## config.mk

```make
export PLATFORM = sky130hd
export DESIGN_NAME = rom_loader_flat
export DESIGN_NICKNAME = d
export VERILOG_FILES = /design/src/rtl/rom_loader_pkg.sv /design/src/rtl/rom_loader_if.sv /design/src/rtl/rom_loader_idle_timer.sv /design/src/rtl/rom_loader.sv /design/src/flat_wrapper.sv
export SDC_FILE = /design/constraint.sdc
export NUM_CORES = 1
export LEC_CHECK = 0
export ABC_AREA = 0
export CAP_MARGIN = 20
export CORE_ASPECT_RATIO = 0.8
export CORE_UTILIZATION = 63
export CTS_CLUSTER_SIZE = 8
export DETAILED_ROUTE_END_ITERATION = 10
export GPL_TIMING_DRIVEN = 0
export PLACE_DENSITY_LB_ADDON = 0.1
export SLEW_MARGIN = 15
export SYNTH_ARGS = -nofsm -noshare
export SYNTH_HDL_FRONTEND = slang
export SYNTH_SLANG_ARGS = --single-unit
```

## constraint.sdc

```tcl
create_clock -name clk -period 6.1 [get_ports clk]
set_clock_uncertainty 0.05 [all_clocks]
set_input_delay 0.915 -clock clk [delete_from_list [all_inputs] [get_ports clk]]
set_output_delay 0.915 -clock clk [all_outputs]
set_load 0.01 [all_outputs]
```

## src/rtl/rom_loader_pkg.sv

```systemverilog
// Shared definitions for the boot-time ROM loader: FSM states, the default
// frame start byte and the largest image the instruction memory can hold.
package loader_pkg;

    // Loader FSM states, in frame order followed by the two terminal states.
    typedef enum logic [2:0] {
        IDLE,
        LEN_HI,
        LEN_LO,
        DATA_HI,
        DATA_LO,
        CHECK,
        DONE,
        ERROR
    } state_e;

    // Byte that opens every frame.
    localparam logic [7:0] MAGIC_DEFAULT = 8'hA5;

    // Instruction memory depth in 16-bit words (15-bit word address).
    localparam int unsigned MAX_WORDS = 32768;
    localparam logic [15:0] MAX_LEN   = 16'(MAX_WORDS);

    // True while a frame is being received (header, payload or checksum).
    function automatic logic isFrameState(input state_e s);
        return (s == LEN_HI) || (s == LEN_LO) || (s == DATA_HI) ||
               (s == DATA_LO) || (s == CHECK);
    endfunction

endpackage

```

## src/rtl/rom_loader_if.sv

```systemverilog
// Byte stream in from the UART receiver and word write port out to the
// instruction memory, bundled so the loader and its neighbours share one bus.
interface rom_loader_if;

    logic [7:0]  rx_data;
    logic        rx_valid;
    logic        rom_we;
    logic [14:0] rom_addr;
    logic [15:0] rom_wdata;

    // The loader: consumes received bytes, drives the memory write port.
    modport master (
        input  rx_data,
        input  rx_valid,
        output rom_we,
        output rom_addr,
        output rom_wdata
    );

    // The surroundings: byte source and instruction memory.
    modport slave (
        output rx_data,
        output rx_valid,
        input  rom_we,
        input  rom_addr,
        input  rom_wdata
    );

endinterface

```

## src/rtl/rom_loader_idle_timer.sv

```systemverilog
// Inter-byte watchdog: counts enabled cycles since the last clear and
// flags when the count reaches TIMEOUT_CYCLES. Saturates so it never wraps.
module idle_timer #(
    parameter int unsigned TIMEOUT_CYCLES = 27_000_000
) (
    input  logic clk,
    input  logic reset,
    input  logic clear,
    input  logic enable,
    output logic expired
);

    localparam int unsigned CW    = $clog2(TIMEOUT_CYCLES + 1);
    localparam logic [CW-1:0] LIMIT = CW'(TIMEOUT_CYCLES);

    logic [CW-1:0] count_q;
    logic [CW-1:0] count_d;

    // Clear wins over counting; counting stops once the limit is reached.
    always_comb begin
        count_d = count_q;
        if (clear) begin
            count_d = '0;
        end else if (enable && (count_q != LIMIT)) begin
            count_d = count_q + CW'(1);
        end
    end

    // Count register with synchronous reset.
    always_ff @(posedge clk) begin
        if (reset) begin
            count_q <= '0;
        end else begin
            count_q <= count_d;
        end
    end

    assign expired = enable && (count_q == LIMIT);

endmodule

```

## src/rtl/rom_loader.sv

```systemverilog
// Boot loader: receives a framed program image over the UART byte stream,
// writes it word by word into instruction memory and releases the CPU from
// reset only after a frame with a matching checksum has been fully loaded.
module rom_loader
    import loader_pkg::*;
#(
    parameter int unsigned TIMEOUT_CYCLES = 27_000_000,
    parameter logic [7:0]  MAGIC          = MAGIC_DEFAULT
) (
    input  logic         clk,
    input  logic         reset,
    rom_loader_if.master bus,
    output logic         cpu_reset,
    output logic         busy,
    output logic         done,
    output logic         error
);

    state_e      state_q,    state_d;
    logic [15:0] len_q,      len_d;
    logic [7:0]  wordHi_q,   wordHi_d;
    logic [15:0] wordCnt_q,  wordCnt_d;
    logic [7:0]  checksum_q, checksum_d;
    logic        romWe_q,    romWe_d;
    logic [14:0] romAddr_q,  romAddr_d;
    logic [15:0] romWdata_q, romWdata_d;

    logic        byteValid;
    logic [7:0]  rxByte;
    logic [15:0] lenRx;
    logic        timerClear;
    logic        timerEnable;
    logic        timerExpired;

    assign byteValid = bus.rx_valid;
    assign rxByte    = bus.rx_data;
    assign lenRx     = {len_q[15:8], rxByte};

    // Any received byte restarts the watchdog; it only runs mid-frame.
    assign timerClear  = byteValid;
    assign timerEnable = isFrameState(state_q);

    idle_timer #(
        .TIMEOUT_CYCLES(TIMEOUT_CYCLES)
    ) uIdleTimer (
        .clk    (clk),
        .reset  (reset),
        .clear  (timerClear),
        .enable (timerEnable),
        .expired(timerExpired)
    );

    // Next-state and datapath decode; MAGIC only restarts from a resting state.
    always_comb begin
        state_d    = state_q;
        len_d      = len_q;
        wordHi_d   = wordHi_q;
        wordCnt_d  = wordCnt_q;
        checksum_d = checksum_q;
        romWe_d    = 1'b0;
        romAddr_d  = romAddr_q;
        romWdata_d = romWdata_q;

        case (state_q)
            IDLE, DONE, ERROR: begin
                if (byteValid && (rxByte == MAGIC)) begin
                    state_d = LEN_HI;
                end
            end

            LEN_HI: begin
                if (byteValid) begin
                    len_d   = {rxByte, 8'h00};
                    state_d = LEN_LO;
                end else if (timerExpired) begin
                    state_d = ERROR;
                end
            end

            LEN_LO: begin
                if (byteValid) begin
                    len_d      = lenRx;
                    wordCnt_d  = '0;
                    checksum_d = '0;
                    if (lenRx > MAX_LEN) begin
                        state_d = ERROR;
                    end else if (lenRx == 16'd0) begin
                        state_d = CHECK;
                    end else begin
                        state_d = DATA_HI;
                    end
                end else if (timerExpired) begin
                    state_d = ERROR;
                end
            end

            DATA_HI: begin
                if (byteValid) begin
                    wordHi_d   = rxByte;
                    checksum_d = checksum_q + rxByte;
                    state_d    = DATA_LO;
                end else if (timerExpired) begin
                    state_d = ERROR;
                end
            end

            DATA_LO: begin
                if (byteValid) begin
                    romWe_d    = 1'b1;
                    romAddr_d  = wordCnt_q[14:0];
                    romWdata_d = {wordHi_q, rxByte};
                    checksum_d = checksum_q + rxByte;
                    wordCnt_d  = wordCnt_q + 16'd1;
                    if (wordCnt_q == (len_q - 16'd1)) begin
                        state_d = CHECK;
                    end else begin
                        state_d = DATA_HI;
                    end
                end else if (timerExpired) begin
                    state_d = ERROR;
                end
            end

            CHECK: begin
                if (byteValid) begin
                    if (rxByte == checksum_q) begin
                        state_d = DONE;
                    end else begin
                        state_d = ERROR;
                    end
                end else if (timerExpired) begin
                    state_d = ERROR;
                end
            end

            default: begin
                state_d = IDLE;
            end
        endcase
    end

    // State and datapath registers; reset abandons any frame in flight.
    always_ff @(posedge clk) begin
        if (reset) begin
            state_q    <= IDLE;
            len_q      <= '0;
            wordHi_q   <= '0;
            wordCnt_q  <= '0;
            checksum_q <= '0;
            romWe_q    <= 1'b0;
            romAddr_q  <= '0;
            romWdata_q <= '0;
        end else begin
            state_q    <= state_d;
            len_q      <= len_d;
            wordHi_q   <= wordHi_d;
            wordCnt_q  <= wordCnt_d;
            checksum_q <= checksum_d;
            romWe_q    <= romWe_d;
            romAddr_q  <= romAddr_d;
            romWdata_q <= romWdata_d;
        end
    end

    assign bus.rom_we    = romWe_q;
    assign bus.rom_addr  = romAddr_q;
    assign bus.rom_wdata = romWdata_q;

    // Status decodes straight from the state register so leaving DONE
    // re-asserts the CPU reset on the very edge the state changes.
    assign cpu_reset = (state_q != DONE);
    assign busy      = isFrameState(state_q);
    assign done      = (state_q == DONE);
    assign error     = (state_q == ERROR);

endmodule

```

## src/flat_wrapper.sv

```systemverilog
// flat-port wrapper written by rule: the top's interface ports become plain ports
module rom_loader_flat import loader_pkg::*;
#(
    parameter int unsigned TIMEOUT_CYCLES = 27_000_000,
    parameter logic [7:0]  MAGIC          = MAGIC_DEFAULT
)
  (clk, reset, cpu_reset, busy, done, error, bus_rx_data, bus_rx_valid, bus_rom_we, bus_rom_addr, bus_rom_wdata);
  rom_loader_if bus_i ();
  input  logic clk;
  input  logic reset;
  output logic cpu_reset;
  output logic busy;
  output logic done;
  output logic error;
  input wire logic [$bits(bus_i.rx_data)-1:0] bus_rx_data;
  input wire logic [$bits(bus_i.rx_valid)-1:0] bus_rx_valid;
  output wire logic [$bits(bus_i.rom_we)-1:0] bus_rom_we;
  output wire logic [$bits(bus_i.rom_addr)-1:0] bus_rom_addr;
  output wire logic [$bits(bus_i.rom_wdata)-1:0] bus_rom_wdata;
  assign bus_i.rx_data = bus_rx_data;
  assign bus_i.rx_valid = bus_rx_valid;
  assign bus_rom_we = bus_i.rom_we;
  assign bus_rom_addr = bus_i.rom_addr;
  assign bus_rom_wdata = bus_i.rom_wdata;
  rom_loader #(.TIMEOUT_CYCLES(TIMEOUT_CYCLES), .MAGIC(MAGIC)) u_core (.clk(clk), .reset(reset), .bus(bus_i), .cpu_reset(cpu_reset), .busy(busy), .done(done), .error(error));
endmodule
```

# Word-level counts from Yosys, hierarchy flattened
# Cells that the tools add are included.
# totals
reg_bits	108
inputBits	11
elab_cells	79
out_inout_bits	36
# classes
n_lt_le_gt_ge	1
addsub	4
bitwise	2
n_eq_ne	18
n_reduce_logical	22
mux	22
# op_table
operator	count
one-hot mux 16 bit (2 select lines)	2
two-way mux 16 bit	3
two-way mux 3 bit	10
adder 25 x 1 -> 25 bit, second input constant	1
equality test 25 bit, second input constant	1
inequality test 25 bit, second input constant	1
two-way mux 8 bit	3
one-hot mux 3 bit (6 select lines)	1
adder 16 x 1 -> 16 bit, second input constant	1
equality test 16 bit	1
> comparator 16 bit, second input constant	1
logical NOT 16 bit	1
one-hot mux 8 bit (2 select lines)	1
subtractor 16 x 1 -> 16 bit, second input constant	1
equality test 3 bit, second input constant	4
AND reduction 3 bit	4
adder 8 bit	1
equality test 8 bit	1
equality test 8 bit, second input constant	1
equality test 3 x 2 -> 1 bit, second input constant	2
inequality test 2 bit, second input constant	3
nonzero test 2 bit	3
OR reduction 2 bit	3
logical OR 1 bit	4
9 further kinds	15

# Logic depth before layout (Yosys ltp)
# Gate-level depths: netlist of the first run.
# depth
depth_word	9
mapped_depth	9
ltp_nobuf	9

# Cells and area by module
# A second synthesis of the first run with hierarchy kept.
# hier_totals
cells_unflattened	698
area_unflattened_um2	5447.7
# by_module_without_submodules
module	cells_each	n_inst	area_per_inst_um2
rom_loader	559	1	4239.1
idle_timer	139	1	1208.7

# Worst setup path after synthesis of the first run
# No wires, ideal clock.
# synth_timing
path_kind	input to register
from	in bus_rx_data[0]
to	reg u_core.checksum_q[6]
path_stages	9
setup_slack_ps	3616
arrival_time_ps	2333
cell_sequence	ha_1 > inv_1 > fa_1 > nor2b_1 > o21ai_0 > a21boi_0 > o21a_1 > nor3_1 > o41ai_1
# synth_between
elab_chain_len	3
# synth_lines
item	line	text
from (decl)	flat_wrapper.sv:15	input wire logic [$bits(bus_i.rx_data)-1:0] bus_rx_data;
adder 8 bit	rom_loader.sv:100, rom_loader.sv:112	
two-way mux 8 bit	rom_loader.sv:98, rom_loader.sv:108	
one-hot mux 8 bit (2 select lines)	rom_loader.sv:64	case (state_q)
to (signal assigned)	rom_loader.sv:158	checksum_q <= checksum_d;
to (decl)	rom_loader.sv:23	logic [7:0] checksum_q, checksum_d;
# No other way between the ends. The select of a mux whose other input is x is not followed.
# A chain may end at the register's enable or synchronous reset.

# Worst setup path after layout of the first run
# layout_timing
from	in bus_rx_valid
to	reg u_core.checksum_q[5]
# layout_between
elab_chain_len	2
elab_cells_between_ends	3
# layout_lines
item	line	text
from (decl)	flat_wrapper.sv:16	input wire logic [$bits(bus_i.rx_valid)-1:0] bus_rx_valid;
inequality test 2 x 1 -> 1 bit (no source line) or inequality test 2 bit (tied branches)	--	
AND reduction 3 bit (no source line) (*)	--	
# Mark *: on every way between the ends. The rest lies on a longest branch, timed or not.

==> results.sh, run 1 <==
export IMPL_cp_top_family="buffers and inverters"
export IMPL_area_of_the_multi_input_gates_sq_um=3130
export IMPL_grt_remaining_overflow=0
export IMPL_post_route_drc_count=0
export IMPL_critPathMaxFanout=10
export IMPL_cts_buffer_depth=2
export IMPL_fmax_ghz=0.311
export IMPL_drt_pass1_iterations=5
export IMPL_power_density_nw_per_um2=186
export IMPL_core_area_sq_um=8520
export IMPL_place_area_sq_um=6140
export IMPL_wl_per_cell_um=16.6
export IMPL_min_delay_path_class="flop to flop"
export IMPL_fp_dieH_um=86.0
export IMPL_fp_row_count=30
export IMPL_synth_enable_flop_cells=0
export IMPL_worst_setup_sp_type="primary input"
export IMPL_worstPathBufferInverterCount=3
export IMPL_power_static_leakage_uw=0.00210
export IMPL_postSynthAreaPerCell_sq_um=7.78
export IMPL_share_of_flip_flops_with_an_asynchronous_set_or_reset_pct=0
export IMPL_timing_critical_path_cells="clkdlybuf4s50_1 > clkbuf_1 > nor2b_1 > and3_1 > clkbuf_1 > nor2_1 > a22oi_1 > nor2_1"
export IMPL_wl_met3_um=1470
export IMPL_synth_ff_type="sky130_fd_sc_hd__dfxtp_1"
export IMPL_routedLengthMet1_um=6590
export IMPL_flow_area_growth_from_synthesis_pct=14.1
export IMPL_post_route_cell_area_sq_um=6340
export IMPL_initial_core_util_pct=65.2
export IMPL_clkSinkCount=108
export IMPL_max_vdd_ir_drop_uv=183
export IMPL_layout_core_utilization_pct=74.4
export IMPL_final_max_slew_viol_count=0
export IMPL_total_neg_setup_slack_ns=0
export IMPL_synth_distinct_cells=57
export IMPL_postRouteWirelength_um=14700
export IMPL_finalCriticalPeriod_ns=3.21
export IMPL_tritoncts="done"
export IMPL_relSlewSlack_pct=32.1
export IMPL_timing_final_setup_violations=0
export IMPL_grt_usage_pct=33.3
export IMPL_port_buffer_count=45
export IMPL_worst_path_largest_cell_delay_ns=0.52
export IMPL_numCtsBuffers=9
export IMPL_final_antenna_net_count=0
export IMPL_routed_via_count=5456
export IMPL_place_worst_setup_slack_ns=2.55
export IMPL_buffers_inserted_during_post_cts_setup_optimization=0
export IMPL_worst_r2r_cell_count=9
export IMPL_critical_path_depth=8
export IMPL_synth_seq_cells=108
export IMPL_post_synth_instance_area_sq_um=5550
export IMPL_synth_largest_area_cell="sky130_fd_sc_hd__dfxtp_1"
export IMPL_gp_congestion=0.915
export IMPL_final_period_utilization_pct=52.6
export IMPL_largest_net_degree_at_the_start_of_global_routing=19
export IMPL_hold_viol_final=0
export IMPL_synth_net_count=737
export IMPL_cells_resized_by_post_cts_repair=0
export IMPL_drt_iter0_drc=524
export IMPL_syn_inst=714
export IMPL_final_layout_size_suffix_gt1_share_pct=4.39
export IMPL_wl_met2_um=6460
export IMPL_cts_htree_levels=3
export IMPL_cell_count_of_the_worst_hold_path=2
export IMPL_fin_nets=793
export IMPL_sequential_cell_area_sq_um=2160
export IMPL_num_antenna_cells=0
export IMPL_io_pins=47
export IMPL_synth_area_leaders="sky130_fd_sc_hd__dfxtp_1 39%, sky130_fd_sc_hd__nand2_1 8.6%, sky130_fd_sc_hd__a21oi_1 6.9%, sky130_fd_sc_hd__nor2_1 3.9%, sky130_fd_sc_hd__nand3_1 3.3%"
export IMPL_synth_warnings=0
export IMPL_antenna_found_initial=0
export IMPL_first_global_vias=4965
export IMPL_endpoint_kind="flop"
export IMPL_fp_dieW_um=107
export IMPL_synth_top_cell_area_share_pct=38.9
export IMPL_share_of_synthesized_area_occupied_by_flip_flops_and_latches_pct=38.9
export IMPL_clk_insertion_delay_late_ns=0.38
export IMPL_routed_top_layer="met4"
export IMPL_whs_ns=0.406
export IMPL_result_of_the_run="finished, final reports clean"
export IMPL_worstMarginPinSlew_ns=1.01
export IMPL_n_fill_cell=650
export IMPL_cts_root_buffer="sky130_fd_sc_hd__clkbuf_8"
export IMPL_clk_transition_reported_paths_ns=0.11
export IMPL_critical_path_class="primary input to flop"
export IMPL_postLayoutSetupSlackWorst_ns=2.89
export IMPL_post_drt_via_cell_ratio=6.15
export IMPL_critPathSlowestCell="sky130_fd_sc_hd__clkdlybuf4s50_1"
export IMPL_rsz_0062_raised_after_global_routing="false"
export IMPL_crit_arrival_ns=3.42
export IMPL_cts_hold_fix_buffers=0
export IMPL_place_detailed_hpwl_um=10800
export IMPL_maxCapViolations=0
export IMPL_dieArea_sq_um=9200
export IMPL_critical_path_required_ns=6.31
export IMPL_grt_pass1_wl_um=24000
==> worst paths after layout <==
kind | to | slack, ns | start
max | u_core.checksum_q[5]$_SDFFE_PP0P_ | 2.89 | bus_rx_valid
min | u_core.bus.rom_wdata[9]$_SDFFE_PP0P_ | 0.41 | u_core.wordHi_q[1]$_SDFFE_PP0P_
max reg2reg | u_core.state_q[2]$_SDFFE_PP0P_ | 3.44 | u_core.len_q[0]$_SDFFE_PP0P_
min reg2reg | u_core.bus.rom_wdata[9]$_SDFFE_PP0P_ | 0.41 | u_core.wordHi_q[1]$_SDFFE_PP0P_
==> flip-flops by register name, summed over array words and instances (netlist names) <==
| register | count |
|---|---|
| u_core.bus.rom_we | 1 |
| u_core.wordCnt_q | 16 |
| u_core.checksum_q | 8 |
| u_core.uIdleTimer.count_q | 25 |
| u_core.bus.rom_wdata | 16 |
| u_core.wordHi_q | 8 |
| u_core.len_q | 16 |
| u_core.state_q | 3 |
| u_core.bus.rom_addr | 15 |
==> kinds of logic (layout without fill, tap and decap cells) <==
family	after synthesis	in the layout	synth area share, %
XOR/XNOR	42	42	6.87
AND/OR/NAND/NOR	333	333	29.3
adder cells (fa/ha/maj)	12	12	2.84
buffers and inverters	65	126	4.64
multiplexers	1	1	0.180
AO/OA/AOI/OAI	153	153	17.3
flip-flops	108	108	38.9
==> per-stage QoR <==
stage | total power, uW | std cells
detailed placement | 766 | 871
finish | 1180 | 887
floorplan | 744 | 714
CTS | 1190 | 887
global route | 1220 | 887
global placement | 765 | 871
==> worst reg2reg max path, delay by kind of cell, from the launching register on <==
kind	cells	cell delay, ns
buffers and inverters	2	0.26
DFF	1	0.31
adders and majority gates	1	0.26
AOI/OAI and AO/OA	2	0.52
and+or+nand+nor	4	1.19
==> final cells by class <==
| cell class | instances | area share (%) |
|---|---|---|
| plain buffers | 50 | 3.18 |
| clock buffers | 11 | 2.39 |
| clock inverters | 5 | 0.671 |
| inverters | 15 | 0.888 |
| multi-input cells | 541 | 49.4 |
| flip-flops and latches | 108 | 34.1 |
| well taps | 112 | 2.21 |
| repair buffers | 45 | 7.11 |
==> synth_stat cells, drive strengths merged, types with 4 or more instances <==
cell type / count
a211o: 4
a21oi: 77
a22oi: 8
a311oi: 7
a31oi: 6
and2: 5
and3: 8
buf: 9
clkbuf: 41
dfxtp: 108
ha: 11
inv: 15
nand2: 127
nand2b: 7
nand3: 37
nand4: 21
nor2: 58
nor2b: 9
nor3: 12
nor4: 13
nor4b: 4
o21ai: 17
o21bai: 4
or2: 6
or3: 10
or4: 5
xnor2: 20
xor2: 21
==> metal layers <==
| metal | track usage [%] | vias up |
|---|---|---|
| met3 | 8.89 | 27 |
| li1 | - | 2610 |
| met4 | 11.6 | 0 |
| met5 | 0 | - |
| met2 | 50.4 | 270 |
| met1 | 45.9 | 2549 |
==> layout by cell type (no fill, tap or decap), drive strengths merged, types with 7 or more instances in the layout <==
master	n
nor2	58
nor3	12
ha	11
a21oi	77
clkbuf	52
nand2	127
nor4	13
a22oi	8
nand3	37
or3	10
a311oi	7
clkdlybuf4s50	45
o21ai	17
dfxtp	108
xnor2	20
buf	9
nor2b	9
nand4	21
nand2b	7
inv	17
and3	8
xor2	21
==> power by group <==
group	total [uW]	switching [uW]	leakage [uW]	internal [uW]
Combinational	46.6	32.6	0.00113	14.0
Clock	429	254	0.0000965	175
Sequential	705	0.231	0.000869	705
Total	1180	286	0.00210	894
Power figures use the tool's default switching activity.
==> inputs of run 2 (changes only) <==
CORE_UTILIZATION = 53   (was 63)
clock period = 2.74 ns   (was 6.1 ns; I/O delays follow)
==> results.sh, run 2 (same netlist as run 1, synthesis figures left out) <==
export IMPL_grt_usage_pct=29.5
export IMPL_worstHoldStart="u_core.bus.rom_addr[14]$_SDFFE_PP0P_"
export IMPL_min_delay_worst_endpoint="u_core.bus.rom_addr[14]$_SDFFE_PP0P_"
export IMPL_tritoncts="done"
export IMPL_num_antenna_cells=0
export IMPL_rsz_0062_raised_after_global_routing="true"
export IMPL_drt_iter0_drc=497
export IMPL_cts_root_buffer="sky130_fd_sc_hd__clkbuf_16"
export IMPL_relSlewSlack_pct=31.9
export IMPL_port_buffer_count=45
export IMPL_grt_most_used_layer="met2"
export IMPL_fp_row_count=33
export IMPL_largest_register_ffs=25
export IMPL_area_of_the_multi_input_gates_sq_um=3150
export IMPL_fp_dieH_um=93.6
export IMPL_result_of_the_run="finished, final reports clean"
export IMPL_fin_nets=793
export IMPL_met3_usage_pct=6.80
export IMPL_routed_via_count=5367
export IMPL_total_neg_setup_slack_ns=0
export IMPL_critical_path_required_ns=2.95
export IMPL_finalCriticalPeriod_ns=2.69
export IMPL_wl_per_cell_um=16.6
export IMPL_place_detailed_instances=899
export IMPL_maxCapViolations=0
export IMPL_sequential_cell_area_sq_um=2160
export IMPL_fmax_ghz=0.372
export IMPL_drt_pass1_iterations=5
export IMPL_crit_arrival_ns=2.90
export IMPL_final_max_slew_viol_count=0
export IMPL_top_register="u_core.uIdleTimer.count_q"
export IMPL_clk_transition_reported_paths_ns=0.08
export IMPL_grt_pass1_wl_um=24800
export IMPL_grt_remaining_overflow=0
export IMPL_cts_htree_levels=3
export IMPL_cell_count_of_the_worst_hold_path=2
export IMPL_first_global_vias=4978
export IMPL_critPathMaxFanout=7
export IMPL_flow_area_growth_from_synthesis_pct=17.2
export IMPL_fp_dieW_um=116
export IMPL_final_cell_mix="127 x sky130_fd_sc_hd__nand2_1, 108 x sky130_fd_sc_hd__dfxtp_1, 77 x sky130_fd_sc_hd__a21oi_1, 58 x sky130_fd_sc_hd__nor2_1, 44 x sky130_fd_sc_hd__clkdlybuf4s50_1"
export IMPL_final_layout_size_suffix_gt1_share_pct=4.65
export IMPL_post_drt_via_cell_ratio=5.87
export IMPL_worst_setup_sp_type="flop"
export IMPL_r2r_start="u_core.len_q[8]$_SDFFE_PP0P_"
export IMPL_core_area_sq_um=10200
export IMPL_mostFrequentLayoutCell="sky130_fd_sc_hd__nand2_1"
export IMPL_place_detailed_hpwl_um=10900
export IMPL_cts_buffer_depth=2
export IMPL_worst_r2r_cell_count=6
export IMPL_max_vdd_ir_drop_uv=330
export IMPL_critical_path_class="flop to flop"
export IMPL_worstMarginPinSlew_ns=1.01
export IMPL_buffers_inserted_during_post_cts_setup_optimization=0
export IMPL_gp_congestion=0.884
export IMPL_final_antenna_net_count=0
export IMPL_layout_core_utilization_pct=63.8
export IMPL_stdcell_count=915
export IMPL_hold_viol_final=0
export IMPL_use_met1_pct=40.1
export IMPL_clkSinkCount=108
export IMPL_antenna_found_initial=0
export IMPL_numCtsBuffers=9
export IMPL_n_fill_cell=911
export IMPL_io_pins=47
export IMPL_largest_net_degree_at_the_start_of_global_routing=21
export IMPL_initial_core_util_pct=54.5
export IMPL_final_period_utilization_pct=98.2
export IMPL_gr_usage_met2_pct=45.8
export IMPL_power_density_nw_per_um2=470
export IMPL_timing_final_setup_violations=0
export IMPL_reg_to_reg_end="u_core.state_q[2]$_SDFFE_PP0P_"
export IMPL_cts_hold_fix_buffers=0
export IMPL_power_static_leakage_uw=0.00218
export IMPL_post_route_drc_count=0
export IMPL_dieArea_sq_um=10900
export IMPL_clk_insertion_delay_late_ns=0.36
export IMPL_timing_reg2reg_setup_slack_ns=0.05
export IMPL_min_delay_path_class="flop to flop"
export IMPL_postRouteWirelength_um=15200
export IMPL_endpoint_kind="flop"
run 2: cell types whose count changed in the layout (fill, tap and decap cells not counted), sizes merged:
cell | before | now
clkinv | 2 | 3
clkinvlp | 1 | 0
bufinv | 0 | 1
clkdlybuf4s50 | 45 | 44
dlymetal6s2s | 0 | 1
clkbuf | 52 | 50
inv | 17 | 18
run 2: worst max-delay path by stage:
stage	start	slack, ns	end	cells past startpoint
after floorplan	u_core.len_q[0]$_SDFFE_PP0P_	0.54	u_core.state_q[1]$_SDFFE_PP0P_	9
after global placement	bus_rx_valid	-0.21	u_core.checksum_q[3]$_SDFFE_PP0P_	8
after detailed placement	bus_rx_data[0]	-0.26	u_core.checksum_q[6]$_SDFFE_PP0P_	10
after CTS	u_core.len_q[0]$_SDFFE_PP0P_	0.004	u_core.state_q[2]$_SDFFE_PP0P_	9
after global routing	u_core.len_q[0]$_SDFFE_PP0P_	-0.03	u_core.state_q[2]$_SDFFE_PP0P_	9
final	u_core.len_q[8]$_SDFFE_PP0P_	0.05	u_core.state_q[2]$_SDFFE_PP0P_	6
run 2: area by class of cell:
type,instances,area share (%)
Clock inverter,7,1.40
Buffer,50,3.11
Clock buffer,9,3.46
Multi-Input combinational cell,541,48.3
Sequential cell,108,33.2
Inverter,15,0.865
Timing Repair Buffer,45,6.96
Tap cell,140,2.69
run 2: critical path, stage by stage, from the launching register on:
cell and delay [ns]:
sky130_fd_sc_hd__dfxtp_1 0.42, sky130_fd_sc_hd__nor4_4 0.59, sky130_fd_sc_hd__nand4_1 0.22, sky130_fd_sc_hd__or4_1 0.54, sky130_fd_sc_hd__a32oi_1 0.23, sky130_fd_sc_hd__nand4_1 0.20, sky130_fd_sc_hd__a211oi_2 0.34
run 2: metal layers:
metal  routed length (um)  part of all wire, %
met4                  309                  2.0
met1                 7070                   47
met5                    0                    0
met2                 6820                   45
met3                  950                  6.3
run 2: timing repair:
action,in CTS,in global routing
setup endpoints to repair,0,9
resized for setup,0,6
hold endpoints to repair,0,0
run 2: metrics by stage:
stage / instance area [sq um] / hold WS, ns / total power [uW] / setup WS [ns]
2_1_floorplan: 5550 / 0.382 / 1660 / 0.539
3_3_place_gp: 6180 / 0.393 / 1700 / -0.210
6_report: 6510 / 0.404 / 3060 / 0.0494
4_1_cts: 6500 / 0.406 / 3070 / 0.00407
5_1_grt: 6510 / 0.431 / 3140 / -0.0311
3_5_place_dp: 6180 / 0.395 / 1710 / -0.257
run 2: power breakdown:
group | switching (uW) | internal [uW] | total (uW) | leakage, uW
Clock | 655 | 734 | 1390 | 0.000157
Sequential | 0.493 | 1570 | 1570 | 0.000869
Combinational | 70.7 | 31.4 | 102 | 0.00116
Total | 726 | 2330 | 3060 | 0.00218
==> inputs of run 3 (changes only) <==
GPL_ROUTABILITY_DRIVEN = 0   (was unset)
==> results.sh, run 3 (same netlist as run 1, synthesis figures left out) <==
export IMPL_gr_usage_met2_pct=44.7
export IMPL_use_met1_pct=37.1
export IMPL_critical_path_class="primary input to flop"
export IMPL_place_worst_setup_slack_ns=-0.252
export IMPL_initial_core_util_pct=54.5
export IMPL_grt_remaining_overflow=0
export IMPL_clkSinkCount=108
export IMPL_grt_usage_pct=27.9
export IMPL_io_pins=47
export IMPL_critical_path_required_ns=2.97
export IMPL_reg_to_reg_end="u_core.wordCnt_q[2]$_SDFFE_PP0P_"
export IMPL_drt_iter0_drc=447
export IMPL_port_buffer_count=45
export IMPL_numCtsBuffers=9
export IMPL_fp_row_count=33
export IMPL_met3_usage_pct=4.86
export IMPL_max_vdd_ir_drop_uv=375
export IMPL_fmax_ghz=0.387
export IMPL_final_max_slew_viol_count=0
export IMPL_antenna_found_initial=0
export IMPL_final_period_utilization_pct=94.3
export IMPL_hold_viol_final=0
export IMPL_post_route_drc_count=0
export IMPL_crit_top_cell="sky130_fd_sc_hd__nand2_1"
export IMPL_rsz_0062_raised_after_global_routing="true"
export IMPL_worstHoldStart="u_core.bus.rom_addr[9]$_SDFFE_PP0P_"
export IMPL_grt_pass1_wl_um=23700
export IMPL_report_power_total_uw=2950
export IMPL_buffers_inserted_during_post_cts_setup_optimization=0
export IMPL_critPathSlowestCell="sky130_fd_sc_hd__clkdlybuf4s50_1"
export IMPL_power_density_nw_per_um2=455
export IMPL_top_register="u_core.uIdleTimer.count_q"
export IMPL_core_area_sq_um=10200
export IMPL_fp_dieW_um=116
export IMPL_fin_nets=792
export IMPL_cts_root_buffer="sky130_fd_sc_hd__clkbuf_16"
export IMPL_postRouteWirelength_um=14700
export IMPL_worst_setup_sp_type="primary input"
export IMPL_dieArea_sq_um=10900
export IMPL_place_detailed_hpwl_um=10600
export IMPL_final_layout_size_suffix_gt1_share_pct=4.39
export IMPL_mostFrequentLayoutCell="sky130_fd_sc_hd__nand2_1"
export IMPL_place_area_sq_um=6180
export IMPL_clk_transition_reported_paths_ns=0.07
export IMPL_r2r_start="u_core.state_q[1]$_SDFFE_PP0P_"
export IMPL_crit_arrival_ns=2.82
export IMPL_whs_ns=0.405
export IMPL_cts_htree_levels=3
export IMPL_largest_register_ffs=25
export IMPL_tritoncts="done"
export IMPL_post_route_cell_area_sq_um=6480
export IMPL_drt_pass1_iterations=6
export IMPL_post_drt_via_cell_ratio=5.94
export IMPL_power_static_leakage_uw=0.00217
export IMPL_postLayoutSetupSlackWorst_ns=0.156
export IMPL_worst_r2r_cell_count=7
export IMPL_worstPathBufferInverterCount=2
export IMPL_min_delay_path_class="flop to flop"
export IMPL_final_antenna_net_count=0
export IMPL_first_global_vias=4883
export IMPL_cts_buffer_depth=2
export IMPL_worstMarginPinSlew_ns=1.00
export IMPL_routed_via_count=5426
export IMPL_largest_net_degree_at_the_start_of_global_routing=19
export IMPL_relSlewSlack_pct=32.6
export IMPL_grt_most_used_layer="met2"
export IMPL_flow_area_growth_from_synthesis_pct=16.7
export IMPL_timing_reg2reg_setup_slack_ns=0.16
export IMPL_n_fill_cell=907
export IMPL_cell_count_of_the_worst_hold_path=2
export IMPL_stdcell_count=914
export IMPL_timing_critical_path_cells="clkdlybuf4s50_1 > clkbuf_1 > nor2b_1 > nand3_1 > nand2_1 > nand2_1 > a21o_1 > a31oi_1"
export IMPL_clk_insertion_delay_late_ns=0.35
export IMPL_timing_final_setup_violations=0
export IMPL_place_detailed_instances=899
export IMPL_final_cell_mix="127 x sky130_fd_sc_hd__nand2_1, 108 x sky130_fd_sc_hd__dfxtp_1, 77 x sky130_fd_sc_hd__a21oi_1, 58 x sky130_fd_sc_hd__nor2_1, 44 x sky130_fd_sc_hd__clkdlybuf4s50_1"
export IMPL_num_antenna_cells=0
export IMPL_wl_per_cell_um=16.1
export IMPL_critPathMaxFanout=10
export IMPL_result_of_the_run="finished, final reports clean"
export IMPL_fp_dieH_um=93.6
export IMPL_maxCapViolations=0
export IMPL_endpoint_kind="flop"
export IMPL_cp_top_family="simple AND/OR/NAND/NOR gates"
export IMPL_min_delay_worst_endpoint="u_core.bus.rom_addr[9]$_SDFFE_PP0P_"
export IMPL_finalCriticalPeriod_ns=2.58
export IMPL_worst_path_largest_cell_delay_ns=0.49
==> run 3: cell count changes in the layout (fill, tap and decap cells not counted) <==
| cell | change |
|---|---|
| sky130_fd_sc_hd__ha_2 | -1 |
| sky130_fd_sc_hd__inv_8 | -1 |
| sky130_fd_sc_hd__a21boi_0 | +1 |
| sky130_fd_sc_hd__bufinv_16 | -1 |
| sky130_fd_sc_hd__ha_1 | +1 |
| sky130_fd_sc_hd__a21boi_1 | -1 |
| sky130_fd_sc_hd__clkbuf_2 | -1 |
| sky130_fd_sc_hd__clkinv_8 | -1 |
| sky130_fd_sc_hd__clkinv_4 | +1 |
| sky130_fd_sc_hd__clkbuf_8 | +2 |
==> run 3: cell type report <==
| type | count | area [sq um] | area share, % |
|---|---|---|---|
| clock inverter | 5 | 42.5 | 0.656 |
| sequential | 108 | 2160 | 33.4 |
| buffer | 49 | 198 | 3.05 |
| inverter | 15 | 56.3 | 0.869 |
| clock buffer | 11 | 253 | 3.90 |
| multi-input combinational | 541 | 3140 | 48.5 |
| timing repair buffer | 45 | 453 | 6.99 |
| tap | 140 | 175 | 2.70 |
==> run 3: tightest hold or removal path: stages (launching register included) <==
cell,delay (ns)
sky130_fd_sc_hd__dfxtp_1,0.31
sky130_fd_sc_hd__nand2_1,0.05
sky130_fd_sc_hd__a21oi_1,0.05
==> run 3: how the worst max path moves through the flow <==
stage | from | endpoint | depth (start not counted)
after global placement | bus_rx_valid | u_core.checksum_q[3]$_SDFFE_PP0P_ | 8
after detailed placement | bus_rx_valid | u_core.checksum_q[4]$_SDFFE_PP0P_ | 8
after floorplan | u_core.len_q[0]$_SDFFE_PP0P_ | u_core.state_q[1]$_SDFFE_PP0P_ | 9
after global routing | bus_rx_valid | u_core.checksum_q[7]$_SDFFE_PP0P_ | 8
after CTS | u_core.len_q[0]$_SDFFE_PP0P_ | u_core.state_q[2]$_SDFFE_PP0P_ | 9
final | bus_rx_valid | u_core.checksum_q[7]$_SDFFE_PP0P_ | 8
==> run 3: through the flow <==
step | setup TNS, ns | util (%)
after floorplan | 0 | -
after global placement | -1.30 | 60.6
after detailed placement | -1.73 | 60.6
after CTS | 0 | 63.5
after global routing | -0.0249 | 63.6
final | 0 | 63.6
==> run 3: timing repair <==
item                                   4_1_cts  5_1_grt
gates resized for setup                      0        2
endpoints found under the hold margin        0        0
setup endpoints to repair                    0       10
hold buffers                                 0        0
==> run 3: power breakdown <==
group	internal, uW	switching, uW
Clock	678	605
Combinational	31.1	69.6
Sequential	1570	0.481
Total	2280	675
==> run 3: layer usage <==
layer | part of all wire, % | wire length [um] | up-vias
met2 | 45 | 6620 | 215
met5 | 0 | 0 | -
li1 | - | - | 2618
met3 | 6.6 | 974 | 38
met1 | 46 | 6720 | 2555
met4 | 2.8 | 412 | 0
